**config.mk**
```make
export PLATFORM = sky130hd
export DESIGN_NAME = move_cmd_sched
export DESIGN_NICKNAME = d
export VERILOG_FILES = /design/src/rtl/kb_pkg.sv /design/src/rtl/typematic_timer.sv /design/src/rtl/move_cmd_sched.sv
export SDC_FILE = /design/constraint.sdc
export NUM_CORES = 1
export LEC_CHECK = 0
export CORE_ASPECT_RATIO = 1.5
export CORE_MARGIN = 2
export CORE_UTILIZATION = 35
export CTS_CLUSTER_DIAMETER = 60
export CTS_CLUSTER_SIZE = 25
export DETAILED_ROUTE_END_ITERATION = 6
export SLEW_MARGIN = 25
export SYNTH_ARGS = -nofsm -noshare
export SYNTH_HDL_FRONTEND = slang
export SYNTH_SLANG_ARGS = --single-unit
```
**constraint.sdc**
```tcl
create_clock -name clk -period 3.4 [get_ports clk]
set_clock_uncertainty 0.2 [all_clocks]
set_input_delay 1.02 -clock clk [delete_from_list [all_inputs] [get_ports clk]]
set_output_delay 1.02 -clock clk [all_outputs]
set_load 0.02 [all_outputs]
```
**src/rtl/kb_pkg.sv**
```systemverilog
// Shared scancodes, command codes and parser state for the movement command scheduler.
package kb_pkg;

  localparam logic [7:0] SC_EXT   = 8'hE0;
  localparam logic [7:0] SC_BRK   = 8'hF0;
  localparam logic [7:0] SC_UP    = 8'h75;
  localparam logic [7:0] SC_DOWN  = 8'h72;
  localparam logic [7:0] SC_LEFT  = 8'h6B;
  localparam logic [7:0] SC_RIGHT = 8'h74;
  localparam logic [7:0] SC_RESET = 8'h2D;

  localparam logic [2:0] CMD_NONE  = 3'd0;
  localparam logic [2:0] CMD_UP    = 3'd1;
  localparam logic [2:0] CMD_DOWN  = 3'd2;
  localparam logic [2:0] CMD_LEFT  = 3'd3;
  localparam logic [2:0] CMD_RIGHT = 3'd4;
  localparam logic [2:0] CMD_RESET = 3'd5;

  typedef enum logic [1:0] {ST_IDLE, ST_EXT, ST_BRK, ST_EXT_BRK} parse_state_t;

  // Held-bitmap bit for a scancode: {reset, right, left, down, up}.
  function automatic logic [4:0] key_mask(input logic [7:0] b);
    logic [4:0] m;
    case (b)
      SC_UP:    m = 5'b00001;
      SC_DOWN:  m = 5'b00010;
      SC_LEFT:  m = 5'b00100;
      SC_RIGHT: m = 5'b01000;
      SC_RESET: m = 5'b10000;
      default:  m = 5'b00000;
    endcase
    return m;
  endfunction

  // Highest-priority held key: reset > down > left > right > up.
  function automatic logic [2:0] sel_code(input logic [4:0] h);
    logic [2:0] c;
    if (h[4])      c = CMD_RESET;
    else if (h[1]) c = CMD_DOWN;
    else if (h[2]) c = CMD_LEFT;
    else if (h[3]) c = CMD_RIGHT;
    else if (h[0]) c = CMD_UP;
    else           c = CMD_NONE;
    return c;
  endfunction

endpackage

```
**src/rtl/typematic_timer.sv**
```systemverilog
// Down-counter for auto-repeat; expire flags a zero count while enabled.
module typematic_timer #(
  parameter int W = 25
) (
  input  logic         clk,
  input  logic         rst,
  input  logic         load,
  input  logic [W-1:0] load_val,
  input  logic         en,
  output logic         expire
);

  logic [W-1:0] count_reg;

  always_ff @(posedge clk) begin
    if (rst) begin
      count_reg <= '0;
    end else if (load) begin
      count_reg <= load_val;
    end else if (en && count_reg != '0) begin
      count_reg <= count_reg - 1'b1;
    end
  end

  assign expire = en && (count_reg == '0);

endmodule

```
**src/rtl/move_cmd_sched.sv**
```systemverilog
// PS/2 scancode parser turning arrow/R keys into buffered movement commands with auto-repeat.
module move_cmd_sched
  import kb_pkg::*;
#(
  parameter int DELAY_CYC  = 25_000_000,
  parameter int REPEAT_CYC = 5_000_000
) (
  input  logic       clk,
  input  logic       rst,
  input  logic       kb_ready,
  input  logic [7:0] kb_data,
  input  logic       kb_overflow,
  input  logic       cmd_ready,
  output logic       cmd_valid,
  output logic [2:0] cmd_code,
  output logic [4:0] held
);

  localparam int MAX_CYC = (DELAY_CYC > REPEAT_CYC) ? DELAY_CYC : REPEAT_CYC;
  localparam int TW      = $clog2(MAX_CYC + 1);

  parse_state_t state_reg, state_next;
  logic [4:0]   held_reg, held_next, key_hit, rise;
  logic [2:0]   sel_cur, sel_next, req_code;
  logic         sel_change, timer_en, expire, repeat_req, press_req, req, load_buf;
  logic         cmd_valid_reg;
  logic [2:0]   cmd_code_reg;
  logic [TW-1:0] timer_load_val;

  always_comb begin
    state_next = state_reg;
    held_next  = held_reg;
    key_hit    = key_mask(kb_data);
    if (kb_overflow) begin
      state_next = ST_IDLE;
      held_next  = '0;
    end else if (kb_ready) begin
      case (state_reg)
        ST_IDLE:            held_next = held_reg | key_hit;
        ST_EXT:             held_next = held_reg | (key_hit & 5'b01111);
        ST_BRK, ST_EXT_BRK: held_next = held_reg & ~key_hit;
        default:            held_next = held_reg;
      endcase
      if (kb_data == SC_EXT)
        state_next = ST_EXT;
      else if (kb_data == SC_BRK)
        state_next = (state_reg == ST_EXT || state_reg == ST_EXT_BRK) ? ST_EXT_BRK : ST_BRK;
      else
        state_next = ST_IDLE;
    end
  end

  assign sel_cur    = sel_code(held_reg);
  assign sel_next   = sel_code(held_next);
  assign sel_change = (sel_cur != sel_next);
  // The reset key never repeats; overflow freezes the repeat path in its own cycle.
  assign timer_en   = (sel_cur != CMD_NONE) && (sel_cur != CMD_RESET) && !kb_overflow;
  assign repeat_req = expire && !sel_change;
  assign timer_load_val = sel_change ? TW'(DELAY_CYC - 1) : TW'(REPEAT_CYC - 1);

  typematic_timer #(.W(TW)) u_timer (
    .clk      (clk),
    .rst      (rst),
    .load     (sel_change || expire),
    .load_val (timer_load_val),
    .en       (timer_en),
    .expire   (expire)
  );

  // Only one byte per strobe, so at most one bit can rise in a cycle.
  assign rise      = held_next & ~held_reg;
  assign press_req = |rise;
  assign req       = press_req || repeat_req;
  assign req_code  = press_req ? sel_code(rise) : sel_cur;
  assign load_buf  = req && (!cmd_valid_reg || cmd_ready || req_code == CMD_RESET);

  always_ff @(posedge clk) begin
    if (rst) begin
      state_reg     <= ST_IDLE;
      held_reg      <= '0;
      cmd_valid_reg <= 1'b0;
      cmd_code_reg  <= CMD_NONE;
    end else begin
      state_reg <= state_next;
      held_reg  <= held_next;
      if (load_buf) begin
        cmd_valid_reg <= 1'b1;
        cmd_code_reg  <= req_code;
      end else if (cmd_valid_reg && cmd_ready) begin
        cmd_valid_reg <= 1'b0;
      end
    end
  end

  assign cmd_valid = cmd_valid_reg;
  assign cmd_code  = cmd_code_reg;
  assign held      = held_reg;

endmodule

```
==> impl_metrics.py, run 1 <==
metrics = {
    "run_status": {
        "status": "finished, final reports clean",
    },
    "sta": {
        "max_slew.worst_pin.slew_ns": 0.504,
        "rsz0062_at_grt": "yes",
        "tns_ns": 0,
        "period_needed_ns": 3.37,
        "period_share": 0.990,
        "setup_violations": 0,
        "hold_viol_final": 0,
        "fmax_ghz": 0.297,
        "relSlewSlack": 0.661,
        "finalMaxSlewViolations": 0,
    },
    "route": {
        "wl_per_cell_um": 15.3,
        "wl_um": 5970,
        "drt_first_pass_iters": 4,
        "vias": 2133,
        "drc": 0,
        "ant_nets": 0,
        "drtIter0Drc": 119,
        "via_per_inst": 5.47,
    },
    "clock_network": {
        "hold_buffers": 0,
        "cts_tree": "done",
        "clk_latency_ns": 0.29,
        "cts_num_sinks": 36,
        "root_buffer": "clkbuf_8",
        "clock_path_buffers": 2,
        "cts_buffers": 5,
        "htreeDepth": 2,
        "clk_pin_slew_ns": 0.07,
    },
    "yosys": {
        "synth_top_flop_cell": "dfxtp_1",
        "synthArstFlopShare": 0,
        "syn_area_sq_mm": 0.00214,
        "ys_seq_area_frac": 0.337,
        "ys_ff_latch": 36,
        "syn_inst": 251,
        "yosys.cell_types.count": 61,
        "syn_nets": 265,
        "synth_edf_count": 0,
        "yosys_warnings": 0,
        "syn_avg_cell_area_sq_um": 8.51,
    },
    "floorplan": {
        "fp.dieH_um": 99.7,
        "die_area_sq_mm": 0.00676,
        "initial_core_util": 0.364,
        "ioPinCount": 22,
        "num_rows": 34,
        "die_w_um": 67.8,
        "core-area_sq_mm": 0.00587,
    },
    "power": {
        "vdd_drop_max_mv": 0.240,
        "p_per_area_mw_per_mm2": 287,
        "total_power_mw": 0.882,
        "leakage_nw": 1.15,
    },
    "grt": {
        "use_met3": 0.0271,
        "grt_pass1_wl_um": 10000,
        "gr-usage-met1": 0.215,
        "gr-max-usage-layer": "met2",
        "antenna_found_initial": 0,
        "track_usage": 0.189,
        "grt_overflow_total": 0,
        "grtUsageMet2": 0.352,
        "grt_max_degree": 14,
        "grt_pass1_vias": 2178,
    },
    "worst_hold_path": {
        "min_to": "cmd_code[2]",
        "hold_path_depth": 1,
        "hp-class": "reg2reg",
        "hp-start": "cmd_code[2]",
    },
    "worst_setup_path": {
        "cp_data_required_time_ns": 3.38,
        "critPathMaxFanout": 7,
        "crit_arrival_ns": 3.34,
        "r2r_setup_slack_ns": 0.50,
        "critPathKind": "in2reg",
        "reg2reg_from": "u_timer.count_reg[16]",
        "reg2reg_depth": 8,
        "reg2reg_to": "u_timer.count_reg[23]",
        "cp-end-kind": "flip-flop",
        "start_kind": "primary input",
    },
    "place": {
        "dp_hpwl_um": 4380,
        "port_buffers": 21,
        "gp_congestion": 0.893,
    },
    "final_layout": {
        "drive_above_1_share": 0.333,
        "finalNetCount": 331,
        "diodes": 0,
        "areaGrowthSynthToFinish_pct": 43.6,
        "largest_reg_flops": 25,
    },
    "run": {
        "max_cap_violations": 0,
    },
}
## stage by stage
step	instance area (sq um)	util	cells	worst slack, ns	hold WS [ns]
final	3070	0.523	390	0.0348	0.282
after global routing	3070	0.523	390	-0.0807	0.324
after CTS	3040	0.518	388	-0.0420	0.288
after detailed placement	2750	0.468	374	-0.715	0.272
after global placement	2750	0.468	374	-0.670	0.271
after floorplan	2170	-	251	-0.148	0.263
## area by class of cell
type / instances / area [sq um]
Sequential cell: 36 / 721
Tap cell: 72 / 90.1
Clock buffer: 8 / 90.1
Multi-Input combinational cell: 198 / 1540
Fill cell: 574 / 2800
Timing Repair Buffer: 70 / 608
Inverter: 6 / 22.5
## worst max path at each step
stage,from,to,slack (ns)
3_5_place_dp,kb_data[4],u_timer.count_reg[22],-0.72
6_report,kb_data[1],cmd_code[0],0.03
2_1_floorplan,kb_data[0],u_timer.count_reg[17],-0.15
3_3_place_gp,kb_data[7],u_timer.count_reg[22],-0.67
4_1_cts,kb_data[7],cmd_code[0],-0.04
5_1_grt,kb_data[7],u_timer.count_reg[6],-0.08
## cells in the mapped netlist (3+ instances only)
| cell type | instances | area [sq um] |
|---|---|---|
| a2111oi_2 | 4 | 60.1 |
| a211oi_1 | 4 | 30.0 |
| a21oi_1 | 26 | 130 |
| a21oi_2 | 3 | 26.3 |
| a31oi_1 | 5 | 31.3 |
| buf_2 | 3 | 15.0 |
| clkbuf_1 | 6 | 22.5 |
| dfxtp_1 | 36 | 721 |
| inv_1 | 6 | 22.5 |
| nand2_1 | 16 | 60.1 |
| nand2b_1 | 4 | 25.0 |
| nand3_1 | 5 | 25.0 |
| nor2_1 | 29 | 109 |
| nor2b_1 | 3 | 18.8 |
| nor3_1 | 11 | 55.1 |
| nor4_1 | 7 | 43.8 |
| o21ai_0 | 8 | 40.0 |
| or3_1 | 4 | 25.0 |
| xnor2_1 | 16 | 140 |
| xor2_1 | 3 | 26.3 |
## routing by layer
layer	wire (um)	vias to the layer above
li1	-	1056
met1	2390	1032
met5	0	-
met3	140	11
met4	136	0
met2	3300	34
## worst max-delay path, cell delays in order
cell	delay [ns]
dlygate4sd2_1	0.27
and4b_2	0.41
nand3_4	0.12
o21a_1	0.22
o31ai_2	0.29
a21oi_2	0.11
a211oi_4	0.25
buf_6	0.21
a21o_4	0.16
a21oi_2	0.06
a22o_1	0.22
## layout by cell type, fill, tap and decap left out, types with 2 or more instances in the layout
master / Yosys / layout
buf_4: 1 / 43
dfxtp_1: 36 / 36
nor2_1: 29 / 28
a21oi_1: 26 / 18
xnor2_1: 16 / 16
nand2_1: 16 / 15
a21oi_2: 3 / 11
clkdlybuf4s50_1: 0 / 11
nor3_1: 11 / 10
o21ai_0: 8 / 8
nor4_1: 7 / 7
inv_1: 6 / 6
clkbuf_8: 0 / 6
buf_6: 1 / 6
a31oi_1: 5 / 5
nand2b_1: 4 / 4
a211oi_2: 1 / 4
or3_1: 4 / 4
nand3_1: 5 / 4
a2111oi_4: 0 / 4
dlygate4sd2_1: 0 / 4
nor2b_1: 3 / 3
xor2_1: 3 / 3
buf_2: 3 / 3
and4bb_2: 2 / 2
nor3_4: 0 / 2
mux2_4: 0 / 2
or2_1: 2 / 2
a22oi_1: 2 / 2
or4_1: 2 / 2
a22o_1: 2 / 2
clkbuf_1: 6 / 2
## logic make-up (layout without fill, tap and decap cells)
| group | after synthesis | after routing | share of synthesized area |
|---|---|---|---|
| buffers and inverters | 17 | 84 | 0.0369 |
| DFF | 36 | 36 | 0.337 |
| muxes | 2 | 2 | 0.0105 |
| AOI/OAI and AO/OA | 72 | 72 | 0.251 |
| adders and majority gates | 1 | 1 | 0.00585 |
| xor gates and xnor gates | 20 | 20 | 0.0855 |
| and+or+nand+nor | 103 | 103 | 0.273 |
## power by group
part           leakage, nW  total [mW]  switching [mW]  internal [mW]
clock               0.0455       0.312           0.147          0.165
combinational        0.818       0.135          0.0758         0.0592
sequential           0.290       0.435         0.00650          0.428
## repair_timing
item                                    in CTS  in global routing
setup buffers                                5                  3
pin swaps                                   26                  8
gates cloned                                 1                  0
resized for setup                           51                  7
endpoints found under the setup margin      26                 22
(Power assumes the default switching activity.)
==> run 2: changes to the inputs <==
Settings changed: CTS_CLUSTER_SIZE 25 to 20, PLACE_DENSITY set to 0.68.
==> impl_metrics.py, run 2 (synthesis gave the netlist of run 1 again) <==
metrics = {
    "route": {
        "drc": 0,
        "wl_um": 6300,
        "via_per_inst": 5.53,
        "drtIter0Drc": 87,
        "ant_nets": 0,
        "wl_per_cell_um": 16.2,
        "vias": 2152,
        "drt_first_pass_iters": 4,
    },
    "final_layout": {
        "drive_above_1_share": 0.356,
        "diodes": 0,
        "instances_no_fill": 389,
        "final_common_cell": "buf_4",
        "final_cell_mix": "buf_4, dfxtp_1, nor2_1, xnor2_1",
        "finalNetCount": 331,
        "largest_reg_flops": 25,
        "areaGrowthSynthToFinish_pct": 45.1,
        "nFillCells": 535,
    },
    "worst_setup_path": {
        "critPathLaunch": "kb_data[3]",
        "cp_cell_sequence": "buf_6, or4b_4, nor3_4, mux2_4, a21boi_4, xor2_2, a211oi_4, buf_6, buf_8, nand2b_4, nand2b_4, nor2_1",
        "cp_data_required_time_ns": 3.42,
        "start_kind": "primary input",
        "critPathMaxFanout": 6,
        "reg2reg_depth": 9,
        "critPathKind": "in2reg",
        "cp-end-kind": "flip-flop",
        "crit_arrival_ns": 3.45,
        "slowest_stage": "or4b_4",
        "reg2reg_from": "u_timer.count_reg[16]",
        "slowest_delay_ns": 0.56,
    },
    "power": {
        "vdd_drop_max_mv": 0.190,
        "p_per_area_mw_per_mm2": 290,
        "leakage_nw": 1.16,
    },
    "clock_network": {
        "cts_buffers": 5,
        "cts_tree": "done",
        "clk_latency_ns": 0.28,
        "clk_pin_slew_ns": 0.07,
        "htreeDepth": 2,
        "root_buffer": "clkbuf_8",
        "clock_path_buffers": 2,
        "cts_num_sinks": 36,
    },
    "grt": {
        "gr-usage-met1": 0.179,
        "track_usage": 0.187,
        "grt_max_degree": 16,
        "grtUsageMet2": 0.357,
        "grt_overflow_total": 0,
        "use_met3": 0.0339,
        "antenna_found_initial": 0,
        "gr-max-usage-layer": "met2",
        "grt_pass1_wl_um": 9650,
        "grt_pass1_vias": 2236,
    },
    "worst_hold_path": {
        "hold_path_depth": 2,
        "hp-start": "u_timer.count_reg[5]",
        "hp-class": "reg2reg",
    },
    "sta": {
        "rsz0062_at_grt": "yes",
        "worst_slack_ns": -0.0216,
        "max_slew.worst_pin.slew_ns": 0.510,
        "setup_violations": 7,
        "relSlewSlack": 0.657,
        "period_needed_ns": 3.42,
        "finalMaxSlewViolations": 0,
        "fmax_ghz": 0.292,
        "period_share": 1.01,
        "hold_viol_final": 0,
    },
    "place": {
        "port_buffers": 21,
        "dp_slack_ns": -0.694,
        "gp_congestion": 0.868,
        "dp_hpwl_um": 4340,
        "dpl.cell_count": 373,
    },
    "floorplan": {
        "fp.dieH_um": 99.7,
        "core-area_sq_mm": 0.00587,
        "initial_core_util": 0.364,
        "num_rows": 34,
        "die_area_sq_mm": 0.00676,
        "die_w_um": 67.8,
        "ioPinCount": 22,
    },
    "run_status": {
        "failed_checks": "negative setup slack",
        "status": "finished, violations left",
    },
    "run": {
        "max_cap_violations": 0,
    },
}
run 2: metal layers:
metal / routed length [um] / vias to the layer above
met2: 3490 / 54
met4: 227 / 0
met5: 0 / -
met3: 199 / 22
li1: - / 1062
met1: 2390 / 1014
run 2: final cells by class:
class	instances	area [sq um]	area share
Multi-Input combinational cell	198	1560	0.504
Sequential cell	36	721	0.232
Timing Repair Buffer	70	609	0.197
Clock buffer	7	96.3	0.0311
Tap cell	72	90.1	0.0291
Inverter	6	22.5	0.00726
run 2: worst paths after layout:
check / endpoint / slack (ns)
max: u_timer.count_reg[6] / -0.02
min: u_timer.count_reg[5] / 0.29
max reg2reg: u_timer.count_reg[18] / 0.45
min reg2reg: u_timer.count_reg[5] / 0.29
run 2: timing repair:
item	4_1_cts	5_1_grt
hold buffers	0	0
buffers inserted	6	2
gates resized for setup	51	19
gates cloned	1	0
setup endpoints to repair	29	22
pin swaps	22	11
run 2: critical path: cells and delay by family:
family          cells  cell delay (ns)
xor+xnor            1             0.16
mux                 1             0.33
compound gates      2             0.45
simple gates        5             1.06
buf+inv             3             0.40
run 2: power by group:
group	switching [mW]	total (mW)	leakage, nW	internal (mW)
clock network	0.144	0.324	0.0503	0.180
logic	0.0803	0.140	0.815	0.0601
registers	0.00692	0.435	0.290	0.428
run 2: stage by stage:
step	setup TNS, ns	area (sq um)	hold slack (ns)	util	total power, mW
finish	-0.0685	3100	0.287	0.528	0.900
floorplan	-2.14	2170	0.263	-	0.508
detailed placement	-16.37	2720	0.278	0.462	0.559
CTS	-0.0165	3010	0.293	0.513	0.898
global placement	-16.04	2720	0.275	0.462	0.557
global route	-0.974	3100	0.325	0.528	0.933
==> run 3: changes to the inputs <==
Settings changed: CAP_MARGIN set to 40.
==> results of run 3 <==
No change in the layout: final DEF, timing and power equal those of run 2.
